===== config.mk =====
export PLATFORM = sky130hd
export DESIGN_NAME = delay_chain_sensor
export DESIGN_NICKNAME = d
export VERILOG_FILES = /design/src/rtl/delay_chain_sensor.sv
export SDC_FILE = /design/constraint.sdc
export NUM_CORES = 1
export LEC_CHECK = 0
export BUFFER_PORTS_ARGS = -buffer_cell sky130_fd_sc_hd__buf_2
export CAP_MARGIN = 30
export CORE_MARGIN = 4
export CORE_UTILIZATION = 35
export DETAILED_ROUTE_END_ITERATION = 7
export PLACE_DENSITY_LB_ADDON = 0.3
export SLEW_MARGIN = 30
export SYNTH_ARGS = -nofsm -noshare
export SYNTH_HDL_FRONTEND = slang
export SYNTH_SLANG_ARGS = --single-unit

===== constraint.sdc =====
create_clock -name clk -period 4.4 [get_ports clk]
set_input_delay 0.88 -clock clk [delete_from_list [all_inputs] [get_ports clk]]
set_output_delay 0.88 -clock clk [all_outputs]
set_load 0.005 [all_outputs]

===== src/rtl/delay_chain_sensor.sv =====
// delay_chain_sensor
//   Launches a level change into an external delay chain, captures the
//   asynchronous tap outputs after a programmable settle time, double-registers
//   them, counts how many taps the new level reached and accumulates that count
//   over NUM_SAMPLES launches. The sum is offered on a valid/ready handshake.
//
// Ports
//   clk           rising-edge clock
//   rst_n         asynchronous active-low reset
//   start         measurement request, honoured only in IDLE
//   launch        registered level driving the chain input
//   taps          asynchronous chain tap outputs
//   busy          high whenever the FSM is not in IDLE
//   result        accumulated reached-tap count
//   result_valid  result is valid and stable
//   result_ready  consumer accepts result
//   sample_min    smallest per-sample count   (only with SPY_MINMAX_EN)
//   sample_max    largest per-sample count    (only with SPY_MINMAX_EN)
//
// Optional feature macro: SPY_MINMAX_EN
//
// state   | meaning
// IDLE    | waiting for start
// SETTLE  | launch edge issued, waiting for capture edge
// SYNC    | cap_q re-registered into sync_q
// ACCUM   | popcount of reached taps added to accumulator
// REST    | gap between samples before the next launch
// OUT     | result held until result_ready

module delay_chain_sensor #(
  parameter int                   TAP_COUNT   = 16,
  parameter logic [TAP_COUNT-1:0] TAP_POL     = '0,
  parameter int                   NUM_SAMPLES = 8,
  parameter int                   SETTLE_CYC  = 1,
  parameter int                   GAP_CYC     = 4,
  localparam int                  CW          = $clog2(NUM_SAMPLES*TAP_COUNT+1),
  localparam int                  PW          = $clog2(TAP_COUNT+1)
) (
  input  logic                 clk,
  input  logic                 rst_n,
  input  logic                 start,
  output logic                 launch,
  input  logic [TAP_COUNT-1:0] taps,
  output logic                 busy,
  output logic [CW-1:0]        result,
  output logic                 result_valid,
  input  logic                 result_ready
`ifdef SPY_MINMAX_EN
  ,
  output logic [PW-1:0]        sample_min,
  output logic [PW-1:0]        sample_max
`endif
);

  localparam int SNW  = $clog2(NUM_SAMPLES+1);
  localparam int TMAX = (SETTLE_CYC > GAP_CYC) ? SETTLE_CYC : GAP_CYC;
  localparam int TW   = $clog2(TMAX+1);
  localparam logic [TW-1:0]  SETTLE_LD = TW'(SETTLE_CYC-1);
  localparam logic [TW-1:0]  GAP_LD    = TW'(GAP_CYC-1);
  localparam logic [SNW-1:0] NS        = SNW'(NUM_SAMPLES);

  typedef enum logic [2:0] {
    S_IDLE, S_SETTLE, S_SYNC, S_ACCUM, S_REST, S_OUT
  } state_t;

  state_t               state_q,  state_d;
  logic                 launch_q, launch_d;
  logic                 busy_q,   busy_d;
  logic                 valid_q,  valid_d;
  logic [TAP_COUNT-1:0] cap_q,    cap_d;
  logic [TAP_COUNT-1:0] sync_q,   sync_d;
  logic [CW-1:0]        acc_q,    acc_d;
  logic [SNW-1:0]       samp_q,   samp_d;
  logic [TW-1:0]        tmr_q,    tmr_d;
`ifdef SPY_MINMAX_EN
  logic [PW-1:0]        min_q,    min_d;
  logic [PW-1:0]        max_q,    max_d;
`endif

  logic [TAP_COUNT-1:0] reached;
  logic [PW-1:0]        pop;
  logic [SNW-1:0]       samp_inc;

  always_comb begin
    // a tap has reached the new level when it matches launch, after undoing
    // any built-in inversion of that tap
    reached  = ~(sync_q ^ {TAP_COUNT{launch_q}} ^ TAP_POL);
    pop      = '0;
    for (int i = 0; i < TAP_COUNT; i++) begin
      pop = pop + PW'(reached[i]);
    end
    samp_inc = samp_q + SNW'(1);

    state_d  = state_q;
    launch_d = launch_q;
    valid_d  = valid_q;
    cap_d    = cap_q;
    sync_d   = sync_q;
    acc_d    = acc_q;
    samp_d   = samp_q;
    tmr_d    = tmr_q;
`ifdef SPY_MINMAX_EN
    min_d    = min_q;
    max_d    = max_q;
`endif

    case (state_q)
      S_IDLE: begin
        if (start) begin
          launch_d = ~launch_q;
          acc_d    = '0;
          samp_d   = '0;
          tmr_d    = SETTLE_LD;
          state_d  = S_SETTLE;
`ifdef SPY_MINMAX_EN
          min_d    = PW'(TAP_COUNT);
          max_d    = '0;
`endif
        end
      end
      S_SETTLE: begin
        if (tmr_q == '0) begin
          cap_d   = taps;
          state_d = S_SYNC;
        end else begin
          tmr_d = tmr_q - TW'(1);
        end
      end
      S_SYNC: begin
        sync_d  = cap_q;
        state_d = S_ACCUM;
      end
      S_ACCUM: begin
        acc_d  = acc_q + CW'(pop);
        samp_d = samp_inc;
`ifdef SPY_MINMAX_EN
        if (pop < min_q) min_d = pop;
        if (pop > max_q) max_d = pop;
`endif
        if (samp_inc < NS) begin
          tmr_d   = GAP_LD;
          state_d = S_REST;
        end else begin
          valid_d = 1'b1;
          state_d = S_OUT;
        end
      end
      S_REST: begin
        if (tmr_q == '0) begin
          launch_d = ~launch_q;
          tmr_d    = SETTLE_LD;
          state_d  = S_SETTLE;
        end else begin
          tmr_d = tmr_q - TW'(1);
        end
      end
      S_OUT: begin
        if (result_ready) begin
          valid_d = 1'b0;
          state_d = S_IDLE;
        end
      end
      default: state_d = S_IDLE;
    endcase

    busy_d = (state_d != S_IDLE);
  end

  always_ff @(posedge clk or negedge rst_n) begin
    if (!rst_n) begin
      state_q  <= S_IDLE;
      launch_q <= 1'b0;
      busy_q   <= 1'b0;
      valid_q  <= 1'b0;
      cap_q    <= '0;
      sync_q   <= '0;
      acc_q    <= '0;
      samp_q   <= '0;
      tmr_q    <= '0;
`ifdef SPY_MINMAX_EN
      min_q    <= '0;
      max_q    <= '0;
`endif
    end else begin
      state_q  <= state_d;
      launch_q <= launch_d;
      busy_q   <= busy_d;
      valid_q  <= valid_d;
      cap_q    <= cap_d;
      sync_q   <= sync_d;
      acc_q    <= acc_d;
      samp_q   <= samp_d;
      tmr_q    <= tmr_d;
`ifdef SPY_MINMAX_EN
      min_q    <= min_d;
      max_q    <= max_d;
`endif
    end
  end

  assign launch       = launch_q;
  assign busy         = busy_q;
  assign result       = acc_q;
  assign result_valid = valid_q;
`ifdef SPY_MINMAX_EN
  assign sample_min   = min_q;
  assign sample_max   = max_q;
`endif

endmodule


---- Yosys cells after proc, flatten, opt, wreduce, memory -nomap -nowiden ----
Index checks and enable logic that the tools add are counted.
operators by class
  equal/unequal tests ..................... 11
  reductions and logical operators ........ 12
  magnitude comparators ................... 1
  add/subtract/negate cells ............... 18
  mux-type cells .......................... 21
  bitwise gates (word level) .............. 3
operators with widths
  kind                                                             number
  5-bit by 1-bit adder with 5-bit output                           11
  3-bit 2-to-1 mux                                                 8
  3-bit case mux with 6 select lines                               1
  16-bit inverter                                                  1
  8-bit case mux with 2 select lines                               1
  16-bit XOR                                                       1
  2-bit != test, second input constant                             6
  3-bit case mux with 4 select lines                               1
  8-bit by 5-bit adder with 8-bit output                           1
  8-bit 2-to-1 mux                                                 1
  4-bit case mux with 2 select lines                               1
  3-bit by 2-bit == test with 1-bit output, second input constant  2
  3-bit == test, second input constant                             2
  3-bit zero test                                                  2
  3-bit AND reduction                                              2
  2-bit nonzero test                                               3
  4-bit by 1-bit adder with 5-bit output                           1
  1-bit 2-to-1 mux                                                 5
  3-bit by 1-bit adder with 4-bit output                           1
  4-bit by 1-bit adder with 4-bit output, second input constant    1
  4-bit less-than comparator, second input constant                1
  4-bit 2-to-1 mux                                                 1
  1-bit case mux with 2 select lines                               2
  2-bit AND reduction                                              2
  8 further kinds                                                  8
storage, ports and cells
  register bits after elaboration ......... 53

---- Longest topological paths before layout ----
Gate-level depths: netlist of run 1.
  depth after elaboration ................. 19
  mapped depth ............................ 17
  gate-level depth less buffers ........... 15

---- Least setup slack after synthesis of run 1 ----
OpenSTA, ideal clock, no wires.
  path kind ............................... reg-to-reg
  start ................................... register launch_q (netlist: launch)
  end ..................................... register acc_q[4] (netlist: result[4])
  arrival time ............................ 4.610 ns
  cell stages (with the launch flop) ...... 17
  slack ................................... -0.331 ns
  library setup time ...................... 0.121 ns
  clock period less this slack ............ 4.731 ns
  data required time ...................... 4.279 ns
  cells stage by stage .................... dfrtp_1 > clkbuf_1 > buf_2 > xor2_1 > fa_1 > inv_1 > fa_1 > inv_1 > fa_1 > fa_1 > fa_1 > fa_1 > nor2b_1 > o21a_1 > nor2_1 > xnor2_1 > a22o_1
between the ends
  cells in the longest elaborated chain, start to end .. 19
ends and longest elaborated chain
  element                                               line  text
  from (decl)                                           67    logic launch_q, launch_d;
  from (signal assigned)                                186   launch_q <= launch_d;
  16-bit XOR (*)                                        87    reached = ~(sync_q ^ {TAP_COUNT{launch_q}} ^ TAP_POL);
  16-bit inverter (*)                                   87
  1-bit by 1-bit adder with 2-bit output                90    pop = pop + PW'(reached[i]);
  2-bit by 1-bit adder with 3-bit output                90
  3-bit by 1-bit adder with 4-bit output                90
  4-bit by 1-bit adder with 5-bit output                90
  5-bit by 1-bit adder with 5-bit output (10 in a row)  90
  5-bit by 1-bit adder with 5-bit output (*)            90
  8-bit by 5-bit adder with 8-bit output (*)            134   acc_d = acc_q + CW'(pop);
  8-bit case mux with 2 select lines (*)                107   case (state_q)
  to (signal assigned)                                  177   acc_q <= '0;
  to (signal assigned)                                  191   acc_q <= acc_d;
  to (decl)                                             72    logic [CW-1:0] acc_q, acc_d;
Mark *: on every way between the ends. The rest lies on a longest branch, timed or not.
A chain may end at the register's enable or synchronous reset.

---- Worst setup path in the final report of run 1 ----
Ends and elaborated chain as after synthesis.

==> results of run 1 <==
==> path summary, 6_finish.rpt <==
kind / start / end / cells past startpoint
hold reg to reg: result_valid / result_valid / 2
hold / removal: result_valid / result_valid / 2
setup / recovery: launch / result[4] / 14
max in group asynchronous: rst_n / sync_q[0] / 2
min in group asynchronous: rst_n / result[5] / 2
setup reg to reg: launch / result[4] / 14
==> per-stage QoR <==
step,instance area (um^2),hold WS [ns],util [%]
final,3340,0.490,40.7
after global routing,3340,0.526,40.7
after CTS,3300,0.501,40.1
after detailed placement,3210,0.478,39.1
after global placement,3210,0.465,39.1
after floorplan,2980,0.457,-
==> cell type report <==
type | instances | share of cell area [%]
clock buffer | 6 | 2.17
multi-input combinational | 171 | 45.4
sequential | 53 | 39.7
inverter | 19 | 2.13
tap | 105 | 3.93
clock inverter | 2 | 0.300
timing repair buffer | 38 | 6.33
==> flip-flops by register name, indices dropped and copies added, names as in the netlist <==
register / cells
result_valid: 1
state_q: 3
samp_q: 4
result: 8
tmr_q: 3
busy: 1
launch: 1
sync_q: 16
cap_q: 16
==> worst max-delay path: stages, from the launching register on <==
cell	delay, ns
dfrtp_1	0.41
buf_4	0.19
xnor2_1	0.16
fa_1	0.55
inv_1	0.06
fa_1	0.55
fa_1	0.44
fa_1	0.49
fa_2	0.37
fa_2	0.38
nor2b_2	0.13
o21a_1	0.16
nor2_1	0.06
xnor2_1	0.12
a22o_1	0.18
==> Yosys cell counts (9+ instances only) <==
library cell	n
fa_1	12
mux2_2	22
ha_1	11
xor2_1	11
xnor2_1	9
dfrtp_1	53
nand2_1	18
nor2_1	12
o21ai_0	12
inv_1	19
mux2_4	10
==> cells by family (layout without fill, tap and decap cells) <==
family | count (synthesis) | after routing | synth area share (%)
multiplexers | 33 | 33 | 13.8
AO/OA/AOI/OAI | 33 | 33 | 7.34
buffers and inverters | 28 | 65 | 4.73
adder cells (fa/ha/maj) | 23 | 23 | 12.7
AND/OR/NAND/NOR | 62 | 62 | 10.8
flip-flops | 53 | 53 | 44.7
XOR/XNOR | 20 | 20 | 5.91
==> per-layer routing <==
metal | vias to the layer above | share of wire, % | GRT usage, %
met2 | 25 | 48 | 17.5
met5 | - | 0 | 0
li1 | 929 | - | -
met3 | 4 | 4.3 | 2.71
met4 | 0 | 0.56 | 2.49
met1 | 923 | 47 | 15.3
==> repair_timing <==
item	CTS	global route
gates resized for setup	1	6
endpoints found under the hold margin	0	0
pin swaps	0	9
buffers inserted	0	3
gates cloned	0	1
setup endpoints to repair	2	3
==> results.txt, run 1 <==
----------------------------------------------------
[Outcome]
  Status ... completed

[Global routing]
  Number of global-route vias before repair ... 1864
  Grt ovf ... 0
  Wire length of the first global-routing pass ... 8.95 mm
  Antenna violations before repair ... 0
  Pin count of the biggest net entering global routing ... 54
  All-layer global routing usage ... 11.0%

[Logic synthesis]
  Yosys top cell area share ... 44.7%
  Post-synth EDFFs ... 0
  Synth Register Bits ... 53
  Post-Syn Nets ... 295
  Number of cells produced by synthesis ... 252
  Mean instance size in the synthesized netlist ... 11.8 um^2
  Cell type with the largest total area after synthesis ... dfrtp_1
  Proportion of synthesized flip-flops having asynchronous set or reset ... 100%
  Share of the yosys chip area belonging to registers ... 44.7%
  Most used flip-flop cell after synthesis ... dfrtp_1
  Synth warn ... 0
  Number of unique standard cell types used by synthesis ... 37
  Mapped Area ... 2970 um^2
  Largest cells by area after synthesis ... dfrtp_1 (45%), mux2_2 (8.4%), fa_1 (8.1%)

[Timing]
  Share of the clock period used by the worst path ... 98.7%
  Final Max Slew Viols ... 0
  Worst setup skew after layout ... 0.00845 ns
  Final worst setup slack ... 0.0567 ns
  Aggregate negative setup slack ... 0 ns
  Peak clock frequency supported by timing ... 230 MHz
  Crit path time final ... 4.34 ns
  Transition time of the tightest slew-check pin ... 0.918 ns
  Total count of hold-check failures in the final report ... 0
  Unrepaired setup endpoints after global routing ... true
  Final Setup Violations ... 0
  Slew headroom ... 38.8%

[Floorplan]
  IO Pins ... 31
  Height of the die ... 100 um
  Placeable Area ... 8220 um^2
  Die W ... 100 um
  DIE AREA ... 10000 um^2
  Starting density of the core ... 36.1%
  Number of cell rows ... 33

[Placement]
  Number of placed instances with taps included ... 382
  Worst Setup Slack post-DPL ... -0.0324 ns
  Buffers added on ports ... 30
  HPWL Detailed ... 3.84 mm
  Global placement routability congestion ... 0.791

[Cells and area]
  Most frequent standard cell in the layout excluding fill and tap cells ... dfrtp_1
  Most used cells in the layout excluding fill and tap cells ... dfrtp_1 (53), buf_2 (31), mux2_2 (22)
  Nets ... 331
  Number of non-filler instances in the completed layout ... 394
  Final antenna diode count ... 0
  Fraction of final layout cells sized beyond drive strength 1 ... 30.1%
  Final-layout fill cell count ... 801
  Area of combinational cells with multiple inputs ... 1520 um^2
  Sequential cell area in the final layout ... 1330 um^2
  Area added between synthesis and finish ... 12.7%

[Clocking]
  H-tree depth ... 2
  TritonCTS clock tree ... done
  Number of sinks on the clock net ... 53
  Clock buffers created by TritonCTS ... 5
  CTS Buffer Depth ... 2
  Skew-Pair Late Insertion Delay ... 0.30 ns
  Number of buffers added to fix hold violations after cts ... 0
  CTS clock-pin slew for the worst setup and hold paths ... 0.10 ns
  Clock tree root buffer cell ... clkbuf_8

[Detailed routing]
  Mean number of vias per cell ... 4.77
  Drt total wl ... 5.17 mm
  Post-detailed-route DRC marker count ... 0
  Vias post-DR ... 1881
  Starting DRC count in detailed routing ... 32
  Count of TritonRoute iterations in the first routing pass ... 4
  DRT antenna net count ... 0
  Routed wirelength normalized by instance count ... 13.1 um

[Worst setup path]
  Arrival time reported for the critical path endpoint ... 4.54 ns
  Required time of the critical path ... 4.60 ns
  Launching element type of the critical path ... register
  Crit path capture type ... register
  FF-to-FF setup slack ... 0.06 ns
  Maximum fanout encountered on the critical timing path ... 9
  Category of the most critical setup path ... reg2reg

[Flow run]
  Number of max-cap violations ... 0

[Min path]
  Worst Hold Class ... reg2reg

----------------------------------------------------
Power of run 1 is left out: the tool's default activity adds up to more than one toggle a clock period on the data nets, which glitch-free logic cannot reach.
==> run 2, diff against run 1 <==
==> constraint.sdc (replaced) <==
create_clock -name clk -period 3.6 [get_ports clk]
set_input_delay 0.72 -clock clk [delete_from_list [all_inputs] [get_ports clk]]
set_output_delay 0.72 -clock clk [all_outputs]
set_load 0.005 [all_outputs]
==> run 2 against run 1 <==
  * The run now ends with negative setup slack left
  * Utilization is 1.5 points higher
  * Count of clock-buffer cells in the layout unchanged
  * Sequential share of layout area shrank 1.4 points
  * Final cell count increased by 1.5%
  * First-iteration DRC count grew to 2.6 times the previous value
  * Fmax increased by 2.0%
  * Die area unchanged
  * Hold slack lost 0.0038 ns
==> results.txt, run 2 (synthesized netlist as in run 1, its figures left out) <==
----------------------------------------------------
[Global routing]
  Pin count of the biggest net entering global routing ... 36 (-33%)
  Antenna violations before repair ... 0 (unchanged)
  Number of global-route vias before repair ... 1978 (+6.1%)
  All-layer global routing usage ... 11.5% (+0.46 points)
  Grt ovf ... 0 (unchanged)
  Wire length of the first global-routing pass ... 9.31 mm (+4.0%)

[Clocking]
  Number of sinks on the clock net ... 53 (unchanged)
  Clock tree root buffer cell ... clkbuf_8
  CTS Buffer Depth ... 2 (unchanged)
  Skew-Pair Late Insertion Delay ... 0.30 ns (about the same)
  H-tree depth ... 2 (unchanged)
  Clock buffers created by TritonCTS ... 5 (unchanged)
  TritonCTS clock tree ... done
  CTS clock-pin slew for the worst setup and hold paths ... 0.10 ns (about the same)
  Number of buffers added to fix hold violations after cts ... 0 (unchanged)

[Flow run]
  Number of max-cap violations ... 0 (unchanged)

[Worst setup path]
  Category of the most critical setup path ... reg2reg
  Required time of the critical path ... 3.79 ns (-0.81 ns)
  Arrival time reported for the critical path endpoint ... 4.45 ns (-0.09 ns)
  Maximum fanout encountered on the critical timing path ... 5 (-4)
  Cells along the critical path ... buf_6, xor2_2, fa_1, inv_1, fa_1, inv_1, fa_1, fa_1, fa_2, fa_2, nor2b_1, o21a_1, nor2_1, xnor2_1, a22o_1
  Highest cell delay on the worst timing path ... 0.54 ns (about the same)
  Launching element type of the critical path ... register
  Most used cell, CP ... fa_1
  Crit path capture type ... register
  CP max stage cell ... fa_1

[Floorplan]
  Height of the die ... 100 um (unchanged)
  Number of cell rows ... 33 (unchanged)
  IO Pins ... 31 (unchanged)
  DIE AREA ... 10000 um^2 (unchanged)
  Die W ... 100 um (unchanged)
  Placeable Area ... 8220 um^2 (unchanged)
  Starting density of the core ... 36.1% (unchanged)

[Timing]
  Final Setup Violations ... 7 (+7)
  Peak clock frequency supported by timing ... 235 MHz (+2.0%)
  Share of the clock period used by the worst path ... 118% (+20 points)
  Worst setup skew after layout ... 0.00928 ns (+0.000835 ns)
  Unrepaired setup endpoints after global routing ... true
  Final worst setup slack ... -0.657 ns (-0.714 ns)
  Final Max Slew Viols ... 0 (unchanged)
  Crit path time final ... 4.26 ns (-0.0864 ns)
  Slew headroom ... 34.8% (-4.1 points)
  Transition time of the tightest slew-check pin ... 0.978 ns (+0.0608 ns)
  Total count of hold-check failures in the final report ... 0 (unchanged)

[Detailed routing]
  Mean number of vias per cell ... 4.76 (-0.24%)
  Post-detailed-route DRC marker count ... 0 (unchanged)
  Drt total wl ... 5.30 mm (+2.5%)
  Vias post-DR ... 1905 (+1.3%)
  Count of TritonRoute iterations in the first routing pass ... 4 (unchanged)
  Starting DRC count in detailed routing ... 83 (+160%)
  DRT antenna net count ... 0 (unchanged)
  Routed wirelength normalized by instance count ... 13.2 um (+0.94%)

[Cells and area]
  Design Area, Final ... 3460 um^2 (+3.7%)
  Nets ... 337 (+1.8%)
  Area added between synthesis and finish ... 16.8%
  Most used cells in the layout excluding fill and tap cells ... dfrtp_1 (52), buf_2 (30), mux2_2 (22)
  Final antenna diode count ... 0 (unchanged)
  Fraction of final layout cells sized beyond drive strength 1 ... 33.9% (+3.8 points)
  Most frequent standard cell in the layout excluding fill and tap cells ... dfrtp_1

[Outcome]
  Violated checks ... negative setup slack
  Status ... complete, but fails checks

[Placement]
  Global placement routability congestion ... 0.830 (+5.0%)
  HPWL Detailed ... 4.04 mm (+5.1%)
  Area post-placement ... 3280 um^2 (+2.1%)
  Buffers added on ports ... 30 (unchanged)

[Min path]
  Worst Hold Class ... in2async

----------------------------------------------------
==> run 2: changes by cell type in the layout (fill, tap and decap cells not counted), moves of 2 or more <==
| cell | change |
|---|---|
| o21ai_0 | -4 |
| buf_4 | +5 |
| buf_6 | +2 |
| o21ai_1 | +4 |
==> run 2: layout make-up <==
| type | count | area (um^2) |
|---|---|---|
| multi-input combinational | 171 | 1570 |
| clock inverter | 2 | 13.8 |
| clock buffer | 6 | 82.6 |
| inverter | 19 | 71.3 |
| sequential | 53 | 1330 |
| fill | 803 | 4750 |
| timing repair buffer | 44 | 267 |
| tap | 105 | 131 |
==> run 2: what timing repair did <==
item,in CTS,in global routing
buffers inserted,2,1
setup endpoints to repair,7,8
resized for setup,7,9
pin swaps,1,2
==> run 2: critical path, delay by kind of cell, from the launching register on <==
family                     cells  cell delay (ns)
AOI/OAI and AO/OA              2             0.34
xor gates and xnor gates       2             0.25
adders and majority gates      6             2.68
buffers and inverters          3             0.23
DFF                            1             0.46
and+or+nand+nor                2             0.18
==> run 2: path summary, 6_finish.rpt <==
| path | startpoint | end | slack, ns | depth (start not counted) |
|---|---|---|---|---|
| worst max register to register | launch | result[4] | -0.66 | 15 |
| worst max-delay path | launch | result[4] | -0.66 | 15 |
| worst min register to register | result[7] | result[7] | 0.49 | 1 |
| min in group clk | result[7] | result[7] | 0.49 | 1 |
| worst min-delay path | rst_n | result_valid | 0.49 | 1 |
| max in group asynchronous | rst_n | launch | 2.35 | 2 |
==> run 2: metal layers <==
metal / share of wire, % / wire [um] / vias up / global-route usage [%]
met4: 0.81 / 43 / 0 / 2.80
li1: - / - / 933 / -
met5: 0 / 0 / - / 0
met3: 3.5 / 184 / 5 / 2.57
met1: 47 / 2490 / 937 / 15.2
met2: 49 / 2580 / 30 / 19.2
==> run 2: per-stage QoR <==
step / hold WS [ns] / utilization (%) / setup TNS, ns / setup WS, ns / cells
floorplan: 0.424 / - / -2.73 / -0.641 / 252
global placement: 0.471 / 39.9 / -2.71 / -0.587 / 389
detailed placement: 0.475 / 39.9 / -3.15 / -0.648 / 389
CTS: 0.493 / 41.5 / -3.24 / -0.669 / 399
global route: 0.515 / 42.2 / -4.31 / -0.801 / 400
finish: 0.486 / 42.2 / -3.18 / -0.657 / 400
Power of run 2 is left out for the same reason.
==> run 3, diff against run 2 <==
--- a/config.mk
+++ b/config.mk
@@ -10,7 +10,8 @@
 export CORE_MARGIN = 4
 export CORE_UTILIZATION = 35
 export DETAILED_ROUTE_END_ITERATION = 7
-export PLACE_DENSITY_LB_ADDON = 0.3
+export HOLD_SLACK_MARGIN = 0.06
+export PLACE_DENSITY = 0.54
 export SLEW_MARGIN = 30
 export SYNTH_ARGS = -nofsm -noshare
 export SYNTH_HDL_FRONTEND = slang
==> run 3 against run 2 <==
  * The run still ends with negative setup slack left
  * Utilization increased by 0.34 points
  * Hold slack lost 0.078 ns
  * Final cell count up 0.25%
  * Critical path type unchanged
==> results.txt, run 3 (synthesized netlist as in run 1, its figures left out) <==
----------------------------------------------------
[Cells and area]
  Fraction of final layout cells sized beyond drive strength 1 ... 34.8% (+0.90 points)
  Final antenna diode count ... 0 (unchanged)
  Area added between synthesis and finish ... 17.7%
  Most used cells in the layout excluding fill and tap cells ... dfrtp_1 (52), buf_2 (30), mux2_2 (22)
  Final-layout fill cell count ... 777 (-3.2%)
  Nets ... 338 (+0.30%)
  Most frequent standard cell in the layout excluding fill and tap cells ... dfrtp_1

[Global routing]
  All-layer global routing usage ... 11.9% (+0.38 points)
  Pin count of the biggest net entering global routing ... 28 (-22%)
  Wire length of the first global-routing pass ... 9.46 mm (+1.6%)
  Number of global-route vias before repair ... 1934 (-2.2%)
  Grt ovf ... 0 (unchanged)
  Antenna violations before repair ... 0 (unchanged)

[Placement]
  HPWL Detailed ... 4.24 mm (+5.0%)
  Buffers added on ports ... 30 (unchanged)
  Worst Setup Slack post-DPL ... -0.779 ns (-0.131 ns)
  Global placement routability congestion ... 0.784 (-5.5%)

[Worst setup path]
  Launching element type of the critical path ... register
  Maximum fanout encountered on the critical timing path ... 6 (+1)
  Arrival time reported for the critical path endpoint ... 4.52 ns (+0.07 ns)
  Category of the most critical setup path ... reg2reg
  Crit path capture type ... register
  Required time of the critical path ... 3.80 ns (about the same)

[Floorplan]
  Height of the die ... 100 um (unchanged)
  IO Pins ... 31 (unchanged)
  Starting density of the core ... 36.1% (unchanged)
  Die W ... 100 um (unchanged)
  Placeable Area ... 8220 um^2 (unchanged)
  DIE AREA ... 10000 um^2 (unchanged)
  Number of cell rows ... 33 (unchanged)

[Timing]
  Transition time of the tightest slew-check pin ... 0.787 ns (-0.191 ns)
  Final Setup Violations ... 7 (unchanged)
  Final worst setup slack ... -0.723 ns (-0.0657 ns)
  Total count of hold-check failures in the final report ... 0 (unchanged)
  Crit path time final ... 4.32 ns (+0.0657 ns)
  Worst setup skew after layout ... 0.0111 ns (+0.00184 ns)
  Final Max Slew Viols ... 0 (unchanged)
  Share of the clock period used by the worst path ... 120% (+1.8 points)
  Slew headroom ... 47.5% (+13 points)
  Unrepaired setup endpoints after global routing ... true
  Peak clock frequency supported by timing ... 231 MHz (-1.5%)

[Detailed routing]
  Mean number of vias per cell ... 4.71 (-1.1%)
  Starting DRC count in detailed routing ... 31 (-63%)
  Count of TritonRoute iterations in the first routing pass ... 4 (unchanged)
  DRT antenna net count ... 0 (unchanged)
  Met1 Routed Length ... 2.70 mm (+8.2%)
  Highest Signal Layer ... met4
  Met2 wire length ... 2.61 mm (+1.1%)
  Routed wirelength normalized by instance count ... 13.8 um (+4.2%)
  Vias post-DR ... 1888 (-0.89%)
  Post-detailed-route DRC marker count ... 0 (unchanged)
  Sum of met3 wire segment lengths after detailed routing ... 177 um (-3.8%)
  Drt total wl ... 5.54 mm (+4.5%)

[Clocking]
  Clock buffers created by TritonCTS ... 5 (unchanged)
  Skew-Pair Late Insertion Delay ... 0.31 ns (about the same)
  Number of sinks on the clock net ... 53 (unchanged)
  CTS clock-pin slew for the worst setup and hold paths ... 0.10 ns (about the same)
  Clock tree root buffer cell ... clkbuf_8
  CTS Buffer Depth ... 2 (unchanged)
  H-tree depth ... 2 (unchanged)
  TritonCTS clock tree ... done

[Outcome]
  Violated checks ... negative setup slack
  Status ... complete, but fails checks

[Flow run]
  Number of max-cap violations ... 0 (unchanged)

[Min path]
  Worst Hold Class ... in2async

----------------------------------------------------
run 3: changes by cell type in the layout (fill, tap and decap cells not counted), sizes merged:
cell / previous run / this run
buf: 44 / 45
clkinv: 2 / 0
clkinvlp: 0 / 2
run 3: repair_timing:
item | CTS | global route
resized for setup | 9 | 10
pin swaps | 3 | 7
gates cloned | 0 | 0
hold buffers | 0 | 0
endpoints found under the setup margin | 8 | 8
setup buffers | 3 | 1
endpoints found under the hold margin | 0 | 0
run 3: critical path, cell delays in order, from the launching register on:
cell and delay, ns:
dfrtp_2 0.49, buf_12 0.17, xnor2_4 0.12, fa_1 0.54
inv_2 0.04, fa_1 0.55, fa_1 0.43, fa_1 0.46
fa_2 0.38, fa_2 0.37, nor2b_1 0.12, o21a_1 0.17
nor2_1 0.06, xnor2_1 0.12, a22o_1 0.17
run 3: stage by stage:
| step | hold slack [ns] | std cells | cell area [um^2] | setup TNS, ns | util (%) |
|---|---|---|---|---|---|
| floorplan | 0.424 | 252 | 3000 | -2.73 | - |
| global placement | 0.468 | 390 | 3300 | -2.87 | 40.1 |
| detailed placement | 0.484 | 390 | 3300 | -3.91 | 40.1 |
| CTS | 0.430 | 401 | 3460 | -3.38 | 42.1 |
| global route | 0.445 | 401 | 3490 | -3.96 | 42.5 |
| finish | 0.408 | 401 | 3490 | -3.20 | 42.5 |
run 3: path summary, 6_finish.rpt:
check / slack [ns] / start / cells past startpoint / end
setup / recovery: -0.72 / launch / 14 / result[4]
hold / removal: 0.41 / rst_n / 1 / busy
setup reg to reg: -0.72 / launch / 14 / result[4]
hold reg to reg: 0.50 / result[7] / 1 / result[7]
max in group asynchronous: 2.40 / rst_n / 2 / launch
min in group clk: 0.50 / result[7] / 1 / result[7]
run 3: cell type report:
type	count	area, um^2	share of cell area, %
clock buffers	6	72.6	2.08
multi-input cells	171	1590	45.6
clock inverters	2	15.0	0.430
well taps	105	131	3.76
repair buffers	45	283	8.10
flip-flops and latches	53	1330	38.0
inverters	19	71.3	2.04
run 3: layer usage:
layer | GRT usage [%] | up-vias
met5 | 0 | -
met1 | 16.1 | 922
li1 | - | 935
met3 | 2.71 | 6
met4 | 3.63 | 0
met2 | 18.9 | 25
Power of run 3 is left out for the same reason.
